**config.mk**
```make
export PLATFORM = sky130hd
export DESIGN_NAME = misr_sig_analyzer_flat
export DESIGN_NICKNAME = d
export VERILOG_FILES = /design/src/rtl/misr_sig_analyzer_pkg.sv /design/src/rtl/misr_sig_analyzer_if.sv /design/src/rtl/misr_sig_analyzer_core.sv /design/src/rtl/misr_sig_analyzer.sv /design/src/flat_wrapper.sv
export SDC_FILE = /design/constraint.sdc
export NUM_CORES = 1
export LEC_CHECK = 0
export BUFFER_PORTS_ARGS = -buffer_cell sky130_fd_sc_hd__buf_4
export CAP_MARGIN = 20
export CELL_PAD_IN_SITES_DETAIL_PLACEMENT = 0
export CELL_PAD_IN_SITES_GLOBAL_PLACEMENT = 1
export CORE_MARGIN = 2
export CORE_UTILIZATION = 40
export DETAILED_ROUTE_END_ITERATION = 7
export PLACE_DENSITY = 0.78
export REMOVE_ABC_BUFFERS = 1
export SYNTH_ARGS = -nofsm -noshare
export SYNTH_HDL_FRONTEND = slang
export SYNTH_SLANG_ARGS = --single-unit
```
**constraint.sdc**
```tcl
create_clock -name clk -period 3.8 [get_ports clk]
set_input_delay 0.76 -clock clk [delete_from_list [all_inputs] [get_ports clk]]
set_output_delay 0.76 -clock clk [all_outputs]
set_load 0.05 [all_outputs]
```
**src/rtl/misr_sig_analyzer_pkg.sv**
```systemverilog
// Shared types and the signature update function for the MISR/SISR
// signature analyser. The same function drives the RTL register and the
// bench reference model.
package misr_pkg;

  // Widest signature the update function can handle.
  localparam int MAX_W = 64;

  typedef enum logic [1:0] {
    IDLE = 2'd0,
    RUN  = 2'd1,
    CMP  = 2'd2
  } misr_state_e;

  // One compaction step of a w-bit internal-XOR signature register.
  // Bit 0 takes the feedback directly (POLY[0] is always 1); every other
  // bit shifts up and picks up the feedback where the polynomial has a tap.
  // Bits at and above w are returned as zero.
  function automatic logic [MAX_W-1:0] misr_next(
    input logic [MAX_W-1:0] sig,
    input logic [MAX_W-1:0] d,
    input logic [MAX_W-1:0] poly,
    input int               w
  );
    logic [MAX_W-1:0] nxt;
    logic             fb;
    nxt    = '0;
    fb     = sig[w-1];
    nxt[0] = d[0] ^ fb;
    for (int i = 1; i < MAX_W; i++) begin
      if (i < w) begin
        nxt[i] = d[i] ^ sig[i-1] ^ (poly[i] & fb);
      end
    end
    return nxt;
  endfunction

endpackage

```
**src/rtl/misr_sig_analyzer_if.sv**
```systemverilog
// Session control, response stream and result bus between the BIST
// controller / CUT and the signature analyser.
interface misr_sig_analyzer_if #(
  parameter int WIDTH = 4,
  parameter int CNT_W = 16
);
  logic             start;
  logic             mode_serial;
  logic [WIDTH-1:0] seed;
  logic [CNT_W-1:0] num_vec;
  logic [WIDTH-1:0] golden;
  logic             in_valid;
  logic [WIDTH-1:0] in_data;
  logic             in_ready;
  logic             busy;
  logic [WIDTH-1:0] sig;
  logic             done;
  logic             pass;
  logic             fail;

  modport master (
    output start, mode_serial, seed, num_vec, golden, in_valid, in_data,
    input  in_ready, busy, sig, done, pass, fail
  );

  modport slave (
    input  start, mode_serial, seed, num_vec, golden, in_valid, in_data,
    output in_ready, busy, sig, done, pass, fail
  );
endinterface

```
**src/rtl/misr_sig_analyzer_core.sv**
```systemverilog
// Signature register: loads a seed or compacts one data word per shift.
module misr_core
  import misr_pkg::*;
#(
  parameter int               WIDTH = 4,
  parameter logic [WIDTH-1:0] POLY  = 4'b1001
) (
  input  logic             clk,
  input  logic             rst,
  input  logic             load_i,
  input  logic [WIDTH-1:0] seed_i,
  input  logic             shift_i,
  input  logic [WIDTH-1:0] d_i,
  output logic [WIDTH-1:0] sig_o
);

  logic [WIDTH-1:0] sig_q;
  logic [WIDTH-1:0] sig_d;
  logic [MAX_W-1:0] nxt_full;

  // Next signature: load wins over shift, otherwise hold.
  always_comb begin
    nxt_full = misr_next(MAX_W'(sig_q), MAX_W'(d_i), MAX_W'(POLY), WIDTH);
    sig_d    = sig_q;
    if (load_i) begin
      sig_d = seed_i;
    end else if (shift_i) begin
      sig_d = nxt_full[WIDTH-1:0];
    end
  end

  // Signature register, cleared by reset.
  always_ff @(posedge clk) begin
    if (rst) begin
      sig_q <= '0;
    end else begin
      sig_q <= sig_d;
    end
  end

  assign sig_o = sig_q;

endmodule

```
**src/rtl/misr_sig_analyzer.sv**
```systemverilog
// Signature analyser top: session FSM, vector counter and golden compare
// around the misr_core signature register.
module misr_sig_analyzer
  import misr_pkg::*;
#(
  parameter int               WIDTH = 4,
  parameter logic [WIDTH-1:0] POLY  = 4'b1001,
  parameter int               CNT_W = 16
) (
  input logic                clk,
  input logic                rst,
  misr_sig_analyzer_if.slave bus
);

  misr_state_e      state_q, state_d;
  logic [CNT_W-1:0] count_q, count_d;
  logic [CNT_W-1:0] num_vec_q, num_vec_d;
  logic [WIDTH-1:0] golden_q, golden_d;
  logic             mode_q, mode_d;
  logic             pass_q, pass_d;
  logic             fail_q, fail_d;
  logic             done_q, done_d;

  logic             load;
  logic             shift;
  logic [WIDTH-1:0] core_d;
  logic [WIDTH-1:0] sig;
  logic             match;

  // Serial mode feeds only bit 0 into the register.
  assign core_d = mode_q ? {{(WIDTH-1){1'b0}}, bus.in_data[0]} : bus.in_data;
  assign match  = (sig == golden_q);

  misr_core #(
    .WIDTH (WIDTH),
    .POLY  (POLY)
  ) u_core (
    .clk     (clk),
    .rst     (rst),
    .load_i  (load),
    .seed_i  (bus.seed),
    .shift_i (shift),
    .d_i     (core_d),
    .sig_o   (sig)
  );

  // Session FSM: next state, session latches, counter and result flags.
  always_comb begin
    state_d   = state_q;
    count_d   = count_q;
    num_vec_d = num_vec_q;
    golden_d  = golden_q;
    mode_d    = mode_q;
    pass_d    = pass_q;
    fail_d    = fail_q;
    done_d    = 1'b0;
    load      = 1'b0;
    shift     = 1'b0;
    unique case (state_q)
      IDLE: begin
        if (bus.start) begin
          load      = 1'b1;
          mode_d    = bus.mode_serial;
          num_vec_d = bus.num_vec;
          golden_d  = bus.golden;
          count_d   = '0;
          pass_d    = 1'b0;
          fail_d    = 1'b0;
          state_d   = (bus.num_vec == '0) ? CMP : RUN;
        end
      end
      RUN: begin
        if (bus.in_valid) begin
          shift   = 1'b1;
          count_d = count_q + CNT_W'(1);
          if (count_q == num_vec_q - CNT_W'(1)) begin
            state_d = CMP;
          end
        end
      end
      CMP: begin
        pass_d  = match;
        fail_d  = ~match;
        done_d  = 1'b1;
        state_d = IDLE;
      end
      default: state_d = IDLE;
    endcase
  end

  // Control and session registers; reset returns every output to idle.
  always_ff @(posedge clk) begin
    if (rst) begin
      state_q   <= IDLE;
      count_q   <= '0;
      num_vec_q <= '0;
      golden_q  <= '0;
      mode_q    <= 1'b0;
      pass_q    <= 1'b0;
      fail_q    <= 1'b0;
      done_q    <= 1'b0;
    end else begin
      state_q   <= state_d;
      count_q   <= count_d;
      num_vec_q <= num_vec_d;
      golden_q  <= golden_d;
      mode_q    <= mode_d;
      pass_q    <= pass_d;
      fail_q    <= fail_d;
      done_q    <= done_d;
    end
  end

  assign bus.in_ready = (state_q == RUN);
  assign bus.busy     = (state_q != IDLE);
  assign bus.sig      = sig;
  assign bus.done     = done_q;
  assign bus.pass     = pass_q;
  assign bus.fail     = fail_q;

endmodule

```
**src/flat_wrapper.sv**
```systemverilog
// flat-port wrapper written by rule: the top's interface ports become plain ports
module misr_sig_analyzer_flat import misr_pkg::*;
#(
  parameter int               WIDTH = 4,
  parameter logic [WIDTH-1:0] POLY  = 4'b1001,
  parameter int               CNT_W = 16
)
  (clk, rst, bus_start, bus_mode_serial, bus_seed, bus_num_vec, bus_golden, bus_in_valid, bus_in_data, bus_in_ready, bus_busy, bus_sig, bus_done, bus_pass, bus_fail);
  misr_sig_analyzer_if #(.WIDTH(WIDTH), .CNT_W(CNT_W)) bus_i ();
  input logic clk;
  input logic rst;
  input wire logic [$bits(bus_i.start)-1:0] bus_start;
  input wire logic [$bits(bus_i.mode_serial)-1:0] bus_mode_serial;
  input wire logic [$bits(bus_i.seed)-1:0] bus_seed;
  input wire logic [$bits(bus_i.num_vec)-1:0] bus_num_vec;
  input wire logic [$bits(bus_i.golden)-1:0] bus_golden;
  input wire logic [$bits(bus_i.in_valid)-1:0] bus_in_valid;
  input wire logic [$bits(bus_i.in_data)-1:0] bus_in_data;
  output wire logic [$bits(bus_i.in_ready)-1:0] bus_in_ready;
  output wire logic [$bits(bus_i.busy)-1:0] bus_busy;
  output wire logic [$bits(bus_i.sig)-1:0] bus_sig;
  output wire logic [$bits(bus_i.done)-1:0] bus_done;
  output wire logic [$bits(bus_i.pass)-1:0] bus_pass;
  output wire logic [$bits(bus_i.fail)-1:0] bus_fail;
  assign bus_i.start = bus_start;
  assign bus_i.mode_serial = bus_mode_serial;
  assign bus_i.seed = bus_seed;
  assign bus_i.num_vec = bus_num_vec;
  assign bus_i.golden = bus_golden;
  assign bus_i.in_valid = bus_in_valid;
  assign bus_i.in_data = bus_in_data;
  assign bus_in_ready = bus_i.in_ready;
  assign bus_busy = bus_i.busy;
  assign bus_sig = bus_i.sig;
  assign bus_done = bus_i.done;
  assign bus_pass = bus_i.pass;
  assign bus_fail = bus_i.fail;
  misr_sig_analyzer #(.WIDTH(WIDTH), .POLY(POLY), .CNT_W(CNT_W)) u_core (.clk(clk), .rst(rst), .bus(bus_i));
endmodule
```
# Word level (Yosys, flattened, before mapping)
# Index checks and enable logic that the tools add are counted.
# W data, S select, Z words.
[totals]
word_cells = 53
output_inout_bits = 9
inputBits = 33
reg_bits = 46
[op_classes]
n_eq_ne = 7
n_addsub = 2
bitwise_logic = 6
n_reduce_logical = 10
mux = 19
[op_table]
columns = ["operator", "count"]
rows = [
  ["$mux W16", 2],
  ["$pmux W16 S2", 1],
  ["$add A16 B1 Y16 const B", 1],
  ["$eq A16 B16 Y1", 1],
  ["$logic_not A16 Y1", 1],
  ["$sub A16 B1 Y16 const B", 1],
  ["$mux W4", 3],
  ["$mux W2", 4],
  ["$reduce_bool A2 Y1", 4],
  ["$mux W1", 6],
  ["$reduce_and A3 Y1", 2],
  ["$xor A1 B1 Y1", 5],
  ["$eq A4 B4 Y1", 1],
  ["$ne A2 B2 Y1 const B", 2],
  ["$pmux W1 S2", 2],
  ["$pmux W2 S2", 1],
  ["$reduce_and A2 Y1", 2],
  ["$eq A2 B1 Y1 const B", 1],
  ["$eq A2 B2 Y1 const B", 1],
  ["$logic_not A2 Y1", 1],
  ["$ne A2 B1 Y1 const B", 1],
  ["$not A1 Y1", 1],
]

# Longest topological paths before layout
# Gate-level depths: netlist of run 1.
[logic_depth]
ltp_word = 5
depth_mapped = 10

# Hierarchy
# A second synthesis of run 1 with hierarchy kept.
[hier_totals]
cells_unflattened = 333
hier_area_um2 = 2615.0
[by_module_without_submodules]
columns = ["mod", "cells_each", "instances", "area_per_inst_um2"]
rows = [
  ["misr_sig_analyzer", 306, 1, 2394.8],
  ["misr_core", 27, 1, 220.2],
]

# Worst setup path before layout of run 1
# OpenSTA, ideal clock, no wires.
[synth_timing]
kind = "flip-flop to flip-flop"
start = "register u_core.num_vec_q[0]"
end = "register u_core.state_q[1]"
arrival_ns = 2.760
stages_incl_launch_ff = 11
t_required_ns = 3.700
path_slack_ns = 0.941
n_path_buf = 1
cell_sequence = "dfxtp_1 inv_1 ha_1 or3b_2 clkbuf_1 nor4b_1 nor3_1 a2111oi_2 nand4_1 or3_4 a2111oi_4"
[synth_via]
elab_chain_cells = 4
[synth_lines]
columns = ["item", "line_no", "rtl"]
rows = [
  ["start, declared", "misr_sig_analyzer.sv:17", "logic [CNT_W-1:0] num_vec_q, num_vec_d;"],
  ["start signal, assigned", "misr_sig_analyzer.sv:105", "num_vec_q <= num_vec_d;"],
  ["$sub A16 B1 Y16", "misr_sig_analyzer.sv:76", "if (count_q == num_vec_q - CNT_W'(1)) begin"],
  ["$eq A16 B16 Y1", "misr_sig_analyzer.sv:76", ""],
  ["$ne A2 B1 Y1 (no line)", "--", ""],
  ["$reduce_and A3 Y1 (no line)", "--", ""],
  ["end signal, assigned", "misr_sig_analyzer.sv:103", "state_q <= state_d;"],
  ["end, declared", "misr_sig_analyzer.sv:15", "misr_state_e state_q, state_d;"],
]
# Every way passes these cells.
# A chain may end at the register's enable or synchronous reset.

# Worst setup path in the final report of run 1
# Same ends and word-level chain as after synthesis.

==> results of run 1 <==
-- logic make-up after synthesis --
group           synth area share
compound gates             0.148
xor+xnor                   0.127
fa+ha+maj                0.00982
buf+inv                   0.0368
flops                      0.361
mux                       0.0162
simple gates               0.300
-- state kept, by name, indices dropped and copies added (netlist names) --
register	flops
u_core.count_q	16
u_core.mode_q	1
u_core.state_q	2
u_core.num_vec_q	16
u_core.bus.fail	1
u_core.bus.done	1
u_core.u_core.sig_o	4
u_core.bus.pass	1
u_core.golden_q	4
-- worst reg2reg max path, cell delays in order, from the launching register on --
cell and delay [ns]:
dfxtp_1 0.37, inv_1 0.08, ha_1 0.20, or3b_2 0.54, nor4b_1 0.43, nor3_1 0.13
a2111oi_2 0.30, nand4_1 0.13, or3_4 0.43, a2111oi_4 0.33
-- final cells by class --
type,count,area (um2),share of cell area
Inverter,7,26.3,0.00865
Clock inverter,3,68.8,0.0227
Clock buffer,5,68.8,0.0227
Sequential cell,46,921,0.303
Tap cell,77,96.3,0.0317
Timing Repair Buffer,43,323,0.106
Multi-Input combinational cell,251,1530,0.505
-- worst paths after layout --
kind / from / to / slack, ns / cells after the start
setup / recovery: u_core.num_vec_q[0]$_SDFFE_PP0P_ / u_core.state_q[1]$_SDFFE_PP0P_ / 0.78 / 9
hold / removal: u_core.golden_q[1]$_SDFFE_PP0P_ / u_core.golden_q[1]$_SDFFE_PP0P_ / 0.47 / 2
setup reg to reg: u_core.num_vec_q[0]$_SDFFE_PP0P_ / u_core.state_q[1]$_SDFFE_PP0P_ / 0.78 / 9
hold reg to reg: u_core.golden_q[1]$_SDFFE_PP0P_ / u_core.golden_q[1]$_SDFFE_PP0P_ / 0.47 / 2
-- layer usage --
metal	wire length [um]	vias up	track usage
met3	309	7	0.0376
met4	72	0	0.0528
li1	-	1177	-
met5	0	-	0
met1	2880	1040	0.246
met2	2780	45	0.301
-- metrics by stage --
step | instance area [um2] | power (W) | worst slack, ns | utilization
6_report | 3040 | 0.00133 | 0.783 | 0.487
5_1_grt | 3040 | 0.00141 | 0.615 | 0.487
4_1_cts | 3040 | 0.00135 | 0.805 | 0.487
3_5_place_dp | 2900 | 0.000909 | 0.836 | 0.465
3_3_place_gp | 2900 | 0.000906 | 0.897 | 0.465
2_1_floorplan | 2480 | 0.000799 | 1.01 | -
-- power by group --
group	total, W	switching (W)	leakage, nW	internal [W]
registers	0.000557	0.0000450	0.375	0.000512
clock network	0.000436	0.000173	0.0683	0.000263
logic	0.000340	0.000191	0.693	0.000149
-- cells in the final DEF (no fill, tap or decap), types with 6 or more instances in the layout --
cell type and n:
nand2_1 59, buf_4 43, xor2_1 10, inv_1 7, nand4_1 6, dfxtp_1 46
nor2b_1 7, nor4_1 8, a21oi_1 34, xnor2_1 27, o21ai_0 6, nor2_1 24
nor3_1 8
==> impl_metrics.env, run 1 <==
export IMPL_setup_tns_ns=0
export IMPL_synth_edf_count=0
export IMPL_diodes=0
export IMPL_cts_resized=0
export IMPL_peakVddDrop_uv=195
export IMPL_overflow=0
export IMPL_finalWirelength_um=6040
export IMPL_worstSkewPairLatency_ns=0.31
export IMPL_syn_inst=320
export IMPL_ys_seq_elements=46
export IMPL_netlist_area_um2=2550
export IMPL_io_buffer_count=41
export IMPL_cts_setup_buffers=0
export IMPL_power_leakage_nw=1.14
export IMPL_grt_pass1_wl_um=10500
export IMPL_clock_fmax_mhz=331
export IMPL_ioPinCount=42
export IMPL_async_flop_share=0
export IMPL_synth_area_leaders="dfxtp_1, xnor2_1, nand2_1"
export IMPL_grt_use_total=0.184
export IMPL_fill_cells=652
export IMPL_die_w_um=83.8
export IMPL_required_ns=4.02
export IMPL_setup_viol=0
export IMPL_clock_sinks=46
export IMPL_endpoint_kind="flop"
export IMPL_cts_tree="yes"
export IMPL_layout_nets=389
export IMPL_core_um2=6240
export IMPL_drv_cap=0
export IMPL_drive_above_1_share=0.186
export IMPL_cts_clk_slew_worst_paths_ns=0.09
export IMPL_relSlewSlack=0.542
export IMPL_die_area_um2=7020
export IMPL_slowest_stage="or3b_2"
export IMPL_arrival_ns=3.24
export IMPL_synth_top_area_cell="dfxtp_1"
export IMPL_grt_max_degree=33
export IMPL_worstPathCellList="inv_1 > ha_1 > or3b_2 > nor4b_1 > nor3_1 > a2111oi_2 > nand4_1 > or3_4 > a2111oi_4"
export IMPL_place_gp_congestion=0.845
export IMPL_max_stage_delay_ns=0.54
export IMPL_drc=0
export IMPL_synth_distinct_cells=51
export IMPL_drv_slew=0
export IMPL_startpoint_type="flop"
export IMPL_worst_path_buf_inv=1
export IMPL_outcome="completed"
export IMPL_critical_path_class="flop to flop"
export IMPL_ctsHoldBuffers=0
export IMPL_cts_buffers=5
export IMPL_powerDensity_nw_per_um2=439
export IMPL_seq_area_frac_synth=0.361
export IMPL_skew_ns=0.00901
export IMPL_grt_pass1_vias=2213
export IMPL_hold_class="flop to flop"
export IMPL_place_inst=424
export IMPL_synth_top_cell_area_share=0.361
export IMPL_finalCritPeriodShare=0.794
export IMPL_postRouteAntennaNets=0
export IMPL_die_y_um=83.8
export IMPL_avgSynthCellArea_um2=7.96
export IMPL_htree_levels=2
export IMPL_first_iter_violations=116
export IMPL_clock_path_buffers=2
export IMPL_vias=2269
export IMPL_tightestPinTransition_ns=0.684
export IMPL_firstDrtPassIters=4
export IMPL_place_hpwl_um=4560
export IMPL_fin_hold_ws_ns=0.473
export IMPL_final_min_clock_period_ns=3.02
export IMPL_critPathMaxFanout=6
export IMPL_cp_top_family="simple AND/OR/NAND/NOR gates"
export IMPL_rsz0062_at_grt="false"
export IMPL_synthFlopType="dfxtp_1"
export IMPL_yosysWarnings=0
export IMPL_root_buffer="clkbuf_8"
export IMPL_antenna_found_initial=0
export IMPL_yosysMostFrequentCell="nand2_1"
export IMPL_area_growth_pct=19.2
export IMPL_start_util=0.408
export IMPL_num_rows=29
export IMPL_final_cells=432
export IMPL_yosys_top_cells_count="nand2_1, dfxtp_1, a21oi_1"
export IMPL_wl_per_cell_um=14.0
export IMPL_routed_via_density=5.25
export IMPL_hold_viol=0
No activity file was read; power rests on OpenSTA's default activity.
==> inputs of run 2 (changes only) <==
- CORE_UTILIZATION: 40 -> 37
- PLACE_DENSITY: 0.78 -> 0.76
- clock period: 3.8 -> 2.5 ns (I/O delays scaled with it)
==> run 2 against run 1 <==
Effect of this change:
- sequential share of layout area decreased by 2.7 points
- cell area is 10% higher
- global-route usage is 0.55 points higher
- clock power increased by 6.9%
- the run now ends with negative setup slack left
- flip-flop and latch count did not move
- die area rose by 7.7%
- clock skew shrank 0.0042 ns
- largest power group unchanged
- largest cell class unchanged
- critical path depth down 1
==> impl_metrics.env, run 2 (same netlist as run 1, synthesis figures left out) <==
export IMPL_outcome="finished, violations left"
export IMPL_violations="negative setup slack"
export IMPL_regToRegSetupSlack_ns=-0.13
export IMPL_power_leakage_nw=1.32
export IMPL_endpoint_kind="flop"
export IMPL_clock_fmax_mhz=381
export IMPL_max_stage_delay_ns=0.57
export IMPL_tightestPinTransition_ns=0.540
export IMPL_finalCritPeriodShare=1.05
export IMPL_switching_share=0.342
export IMPL_hold_path_endpoint="u_core.golden_q[0]$_SDFFE_PP0P_"
export IMPL_htree_levels=2
export IMPL_worst_path_buf_inv=1
export IMPL_rr_endpoint="u_core.state_q[1]$_SDFFE_PP0P_"
export IMPL_place_gp_congestion=0.847
export IMPL_relSlewSlack=0.636
export IMPL_die_w_um=87.0
export IMPL_setup_viol=2
export IMPL_startpoint_type="flop"
export IMPL_firstDrtPassIters=4
export IMPL_core_um2=6720
export IMPL_final_cells=470
export IMPL_fin_hold_ws_ns=0.432
export IMPL_grt_max_degree=33
export IMPL_die_y_um=87.0
export IMPL_rsz0062_at_grt="true"
export IMPL_required_ns=2.71
export IMPL_power_frac_comb=0.345
export IMPL_postRouteAntennaNets=0
export IMPL_diodes=0
export IMPL_grt_use_total=0.190
export IMPL_peakVddDrop_uv=421
export IMPL_clock_path_buffers=2
export IMPL_reg_largest_list="u_core.count_q x16, u_core.num_vec_q x16"
export IMPL_powerDensity_nw_per_um2=590
export IMPL_area_growth_pct=31.2
export IMPL_finalWirelength_um=6890
export IMPL_mostFrequentLayoutCell="buf_4"
export IMPL_wl_per_cell_um=14.7
export IMPL_p_seq_frac=0.419
export IMPL_final_min_clock_period_ns=2.63
export IMPL_cts_tree="yes"
export IMPL_layout_nets=424
export IMPL_arrival_ns=2.84
export IMPL_io_buffer_count=41
export IMPL_skew_ns=0.00485
export IMPL_final_cell_mix="buf_4, nand2_1, dfxtp_1"
export IMPL_hold_viol=0
export IMPL_power_internal_w=0.00130
export IMPL_hold_class="input port to flop"
export IMPL_root_buffer="clkbuf_8"
export IMPL_regToRegStartpoint="u_core.num_vec_q[4]$_SDFFE_PP0P_"
export IMPL_grt_pass1_wl_um=11200
export IMPL_switchingPower_w=0.000675
export IMPL_worstPathCellList="or4_4 > buf_6 > nor4_4 > xnor2_2 > a2111oi_4 > nand4_1 > or3_4 > a2111oi_4"
export IMPL_cts_clk_slew_worst_paths_ns=0.09
export IMPL_clock_sinks=46
export IMPL_min_delay_start="bus_golden[0]"
export IMPL_crit_top_cell="a2111oi_4"
export IMPL_first_iter_violations=110
export IMPL_critPathMaxFanout=3
export IMPL_vias=2435
export IMPL_start_util=0.379
export IMPL_reg2reg_depth=8
export IMPL_num_rows=30
export IMPL_drc=0
export IMPL_cp_top_family="simple AND/OR/NAND/NOR gates"
export IMPL_critical_path_class="flop to flop"
export IMPL_place_hpwl_um=5180
export IMPL_grt_pass1_vias=2300
export IMPL_fill_cells=666
export IMPL_slowest_stage="or4_4"
export IMPL_antenna_found_initial=0
export IMPL_overflow=0
export IMPL_routed_via_density=5.18
export IMPL_dp_slack_ns=-0.336
export IMPL_worstSkewPairLatency_ns=0.30
export IMPL_fin_ws_ns=-0.128
export IMPL_drv_slew=0
export IMPL_drive_above_1_share=0.285
export IMPL_hold_depth=3
export IMPL_die_area_um2=7560
export IMPL_ioPinCount=42
export IMPL_clkPwrFrac=0.236
export IMPL_drv_cap=0
export IMPL_place_inst=460
export IMPL_cts_buffers=5
run 2: worst min-delay path, stage by stage:
cell     delay (ns)
buf_4          0.10
nand2_1        0.04
a21oi_1        0.05
run 2: worst max-delay path by stage:
stage	startpoint	to	slack [ns]	cells after the start
after floorplan	u_core.num_vec_q[0]$_SDFFE_PP0P_	u_core.state_q[1]$_SDFFE_PP0P_	-0.29	9
after global placement	u_core.num_vec_q[9]$_SDFFE_PP0P_	u_core.state_q[1]$_SDFFE_PP0P_	-0.30	7
after detailed placement	u_core.num_vec_q[9]$_SDFFE_PP0P_	u_core.state_q[1]$_SDFFE_PP0P_	-0.34	7
after CTS	u_core.num_vec_q[1]$_SDFFE_PP0P_	u_core.state_q[1]$_SDFFE_PP0P_	-0.14	7
after global routing	u_core.num_vec_q[4]$_SDFFE_PP0P_	u_core.state_q[1]$_SDFFE_PP0P_	-0.21	8
final	u_core.num_vec_q[4]$_SDFFE_PP0P_	u_core.state_q[1]$_SDFFE_PP0P_	-0.13	8
run 2: layer usage:
layer,global-route usage,vias up,part of all wire,wire [um]
li1,-,1249,-,-
met1,0.239,1136,0.46,3140
met2,0.334,46,0.50,3420
met3,0.0360,4,0.039,272
met4,0.0426,0,0.0077,53
met5,0,-,0,0
run 2: cell type report:
type                       count  area, um2  area share
sequential                    46        925       0.277
inverter                       7       26.3     0.00786
multi-input combinational    251       1610       0.482
clock buffer                   6       72.6      0.0217
timing repair buffer          78        593       0.177
clock inverter                 2       13.8     0.00412
tap                           80        100      0.0300
run 2: what timing repair did:
action                     CTS  global route
buffers inserted             1             1
pin swaps                   11             4
gates resized for setup     12             6
setup endpoints to repair    2             2
hold buffers                 0             0
run 2: power groups by stage:
stage / clock network (W) / registers (W) / logic, W
floorplan: 0 / 0.000886 / 0.000328
global placement: 0 / 0.000842 / 0.000617
detailed placement: 0 / 0.000842 / 0.000618
CTS: 0.000483 / 0.000826 / 0.000662
global route: 0.000507 / 0.000833 / 0.000739
finish: 0.000466 / 0.000826 / 0.000681
run 2: per-stage QoR:
stage / TNS [ns] / cell area (um2) / total power [W] / utilization
floorplan: -0.522 / 2480 / 0.00121 / -
global placement: -0.535 / 3150 / 0.00146 / 0.469
detailed placement: -0.604 / 3150 / 0.00146 / 0.469
CTS: -0.265 / 3310 / 0.00197 / 0.492
global route: -0.378 / 3340 / 0.00208 / 0.497
finish: -0.230 / 3340 / 0.00197 / 0.497
==> inputs of run 3 (changes only) <==
- CTS_CLUSTER_DIAMETER: unset -> 100
- MAX_ROUTING_LAYER: unset -> met4
- REMOVE_ABC_BUFFERS: 1 -> unset
==> run 3 against run 2 <==
Effect of this change:
- the run still ends with negative setup slack left
- sequential power barely moved
- combinational power decreased by 10%
- die area stayed put
- total power is 2.4% lower
- worst hold slack got worse by 0.014 ns
- sequential share of layout area rose by 1.3 points
- non-clock buffer count fell by 17
- cell area decreased by 4.5%
- clock skew up 0.0076 ns
- flip-flop and latch count is the same
- final cell count fell by 3.6%
- critical endpoint unchanged
- largest cell class unchanged
- highest routed layer unchanged
==> impl_metrics.env, run 3 (same netlist as run 1, synthesis figures left out) <==
export IMPL_place_hpwl_um=5090
export IMPL_skew_ns=0.0125
export IMPL_relSlewSlack=0.622
export IMPL_final_cells=453
export IMPL_clock_sinks=46
export IMPL_finish_instance_area_um2=3190
export IMPL_setup_tns_ns=-0.358
export IMPL_diodes=0
export IMPL_clock_path_buffers=2
export IMPL_first_iter_violations=139
export IMPL_place_gp_congestion=0.828
export IMPL_overflow=0
export IMPL_io_buffer_count=41
export IMPL_num_rows=30
export IMPL_ctsHoldBuffers=0
export IMPL_die_area_um2=7560
export IMPL_placed_area_um2=3100
export IMPL_setup_viol=2
export IMPL_antenna_found_initial=0
export IMPL_worstSkewPairLatency_ns=0.31
export IMPL_layout_nets=407
export IMPL_start_util=0.379
export IMPL_cts_buffers=5
export IMPL_fin_ws_ns=-0.189
export IMPL_startpoint_type="flop"
export IMPL_tightestPinTransition_ns=0.562
export IMPL_arrival_ns=2.92
export IMPL_slowest_stage="or4_4"
export IMPL_die_y_um=87.0
export IMPL_drv_cap=0
export IMPL_outcome="finished, violations left"
export IMPL_fill_cells=674
export IMPL_hold_viol=0
export IMPL_power_leakage_nw=1.23
export IMPL_core_um2=6720
export IMPL_rsz0062_at_grt="true"
export IMPL_area_growth_pct=25.2
export IMPL_mostFrequentLayoutCell="buf_4"
export IMPL_hold_class="input port to flop"
export IMPL_final_cell_mix="buf_4, nand2_1, dfxtp_1"
export IMPL_dp_slack_ns=-0.183
export IMPL_postRouteAntennaNets=0
export IMPL_drive_above_1_share=0.252
export IMPL_grt_pass1_vias=2208
export IMPL_die_w_um=87.0
export IMPL_critPathMaxFanout=3
export IMPL_peakVddDrop_uv=297
export IMPL_finalWirelength_um=6690
export IMPL_clock_fmax_mhz=372
export IMPL_cts_tree="yes"
export IMPL_critical_path_class="flop to flop"
export IMPL_required_ns=2.73
export IMPL_root_buffer="clkbuf_8"
export IMPL_violations="negative setup slack"
export IMPL_grt_max_degree=33
export IMPL_drc=0
export IMPL_ioPinCount=42
export IMPL_worstPathCellList="or4_4 > or4_4 > or3_4 > nand3_2 > nand4_1 > or3_4 > a2111oi_4"
export IMPL_vias=2375
export IMPL_wl_per_cell_um=14.8
export IMPL_grt_pass1_wl_um=10800
export IMPL_place_inst=445
export IMPL_final_min_clock_period_ns=2.69
export IMPL_grt_use_total=0.188
export IMPL_cts_clk_slew_worst_paths_ns=0.10
export IMPL_endpoint_kind="flop"
export IMPL_htree_levels=2
export IMPL_syn_num_nets=355
export IMPL_finalCritPeriodShare=1.08
export IMPL_powerDensity_nw_per_um2=604
export IMPL_cp_top_family="simple AND/OR/NAND/NOR gates"
export IMPL_power_w=0.00193
export IMPL_drv_slew=0
export IMPL_reg_largest_list="u_core.count_q x16, u_core.num_vec_q x16"
export IMPL_worst_path_buf_inv=0
export IMPL_firstDrtPassIters=4
export IMPL_routed_via_density=5.24
export IMPL_max_stage_delay_ns=0.57
-- run 3: path summary, 6_finish.rpt --
path	from	end	slack (ns)	cells after the start
setup reg to reg	u_core.num_vec_q[3]$_SDFFE_PP0P_	u_core.state_q[1]$_SDFFE_PP0P_	-0.19	7
hold reg to reg	u_core.golden_q[2]$_SDFFE_PP0P_	u_core.golden_q[2]$_SDFFE_PP0P_	0.48	2
setup / recovery	u_core.num_vec_q[3]$_SDFFE_PP0P_	u_core.state_q[1]$_SDFFE_PP0P_	-0.19	7
hold / removal	bus_mode_serial	u_core.mode_q$_SDFFE_PP0P_	0.42	3
-- run 3: cell type report --
cell class / count / area, um2 / share of cell area
clock buffer: 5 / 68.8 / 0.0216
inverter: 7 / 26.3 / 0.00824
clock inverter: 3 / 22.5 / 0.00706
multi-input combinational: 251 / 1590 / 0.498
tap: 80 / 100 / 0.0314
timing repair buffer: 61 / 458 / 0.144
sequential: 46 / 925 / 0.290
-- run 3: per-layer routing --
layer / global-route usage / vias up / share of wire
li1: - / 1216 / -
met1: 0.241 / 1100 / 0.48
met2: 0.313 / 54 / 0.48
met3: 0.0303 / 5 / 0.034
met4: 0.0384 / 0 / 0.0088
met5: - / - / 0
-- run 3: where the power goes --
part | total (W) | switching (W) | internal (W)
sequential | 0.000828 | 0.0000497 | 0.000778
combinational | 0.000613 | 0.000339 | 0.000274
clock | 0.000485 | 0.000283 | 0.000203
total | 0.00193 | 0.000671 | 0.00125
-- run 3: tightest hold or removal path, delay by kind of cell --
| kind | cells | cell delay (ns) |
|---|---|---|
| compound gates | 1 | 0.05 |
| buf+inv | 1 | 0.11 |
| simple gates | 1 | 0.04 |
-- run 3: through the flow --
stage / utilization / hold slack (ns)
floorplan: - / 0.448
global placement: 0.461 / 0.463
detailed placement: 0.461 / 0.468
CTS: 0.475 / 0.417
global route: 0.475 / 0.419
finish: 0.475 / 0.418
-- run 3: repair_timing --
action,in CTS,in global routing
setup buffers,0,0
endpoints found under the setup margin,2,2
endpoints found under the hold margin,0,0
pin swaps,1,0
resized for setup,0,1
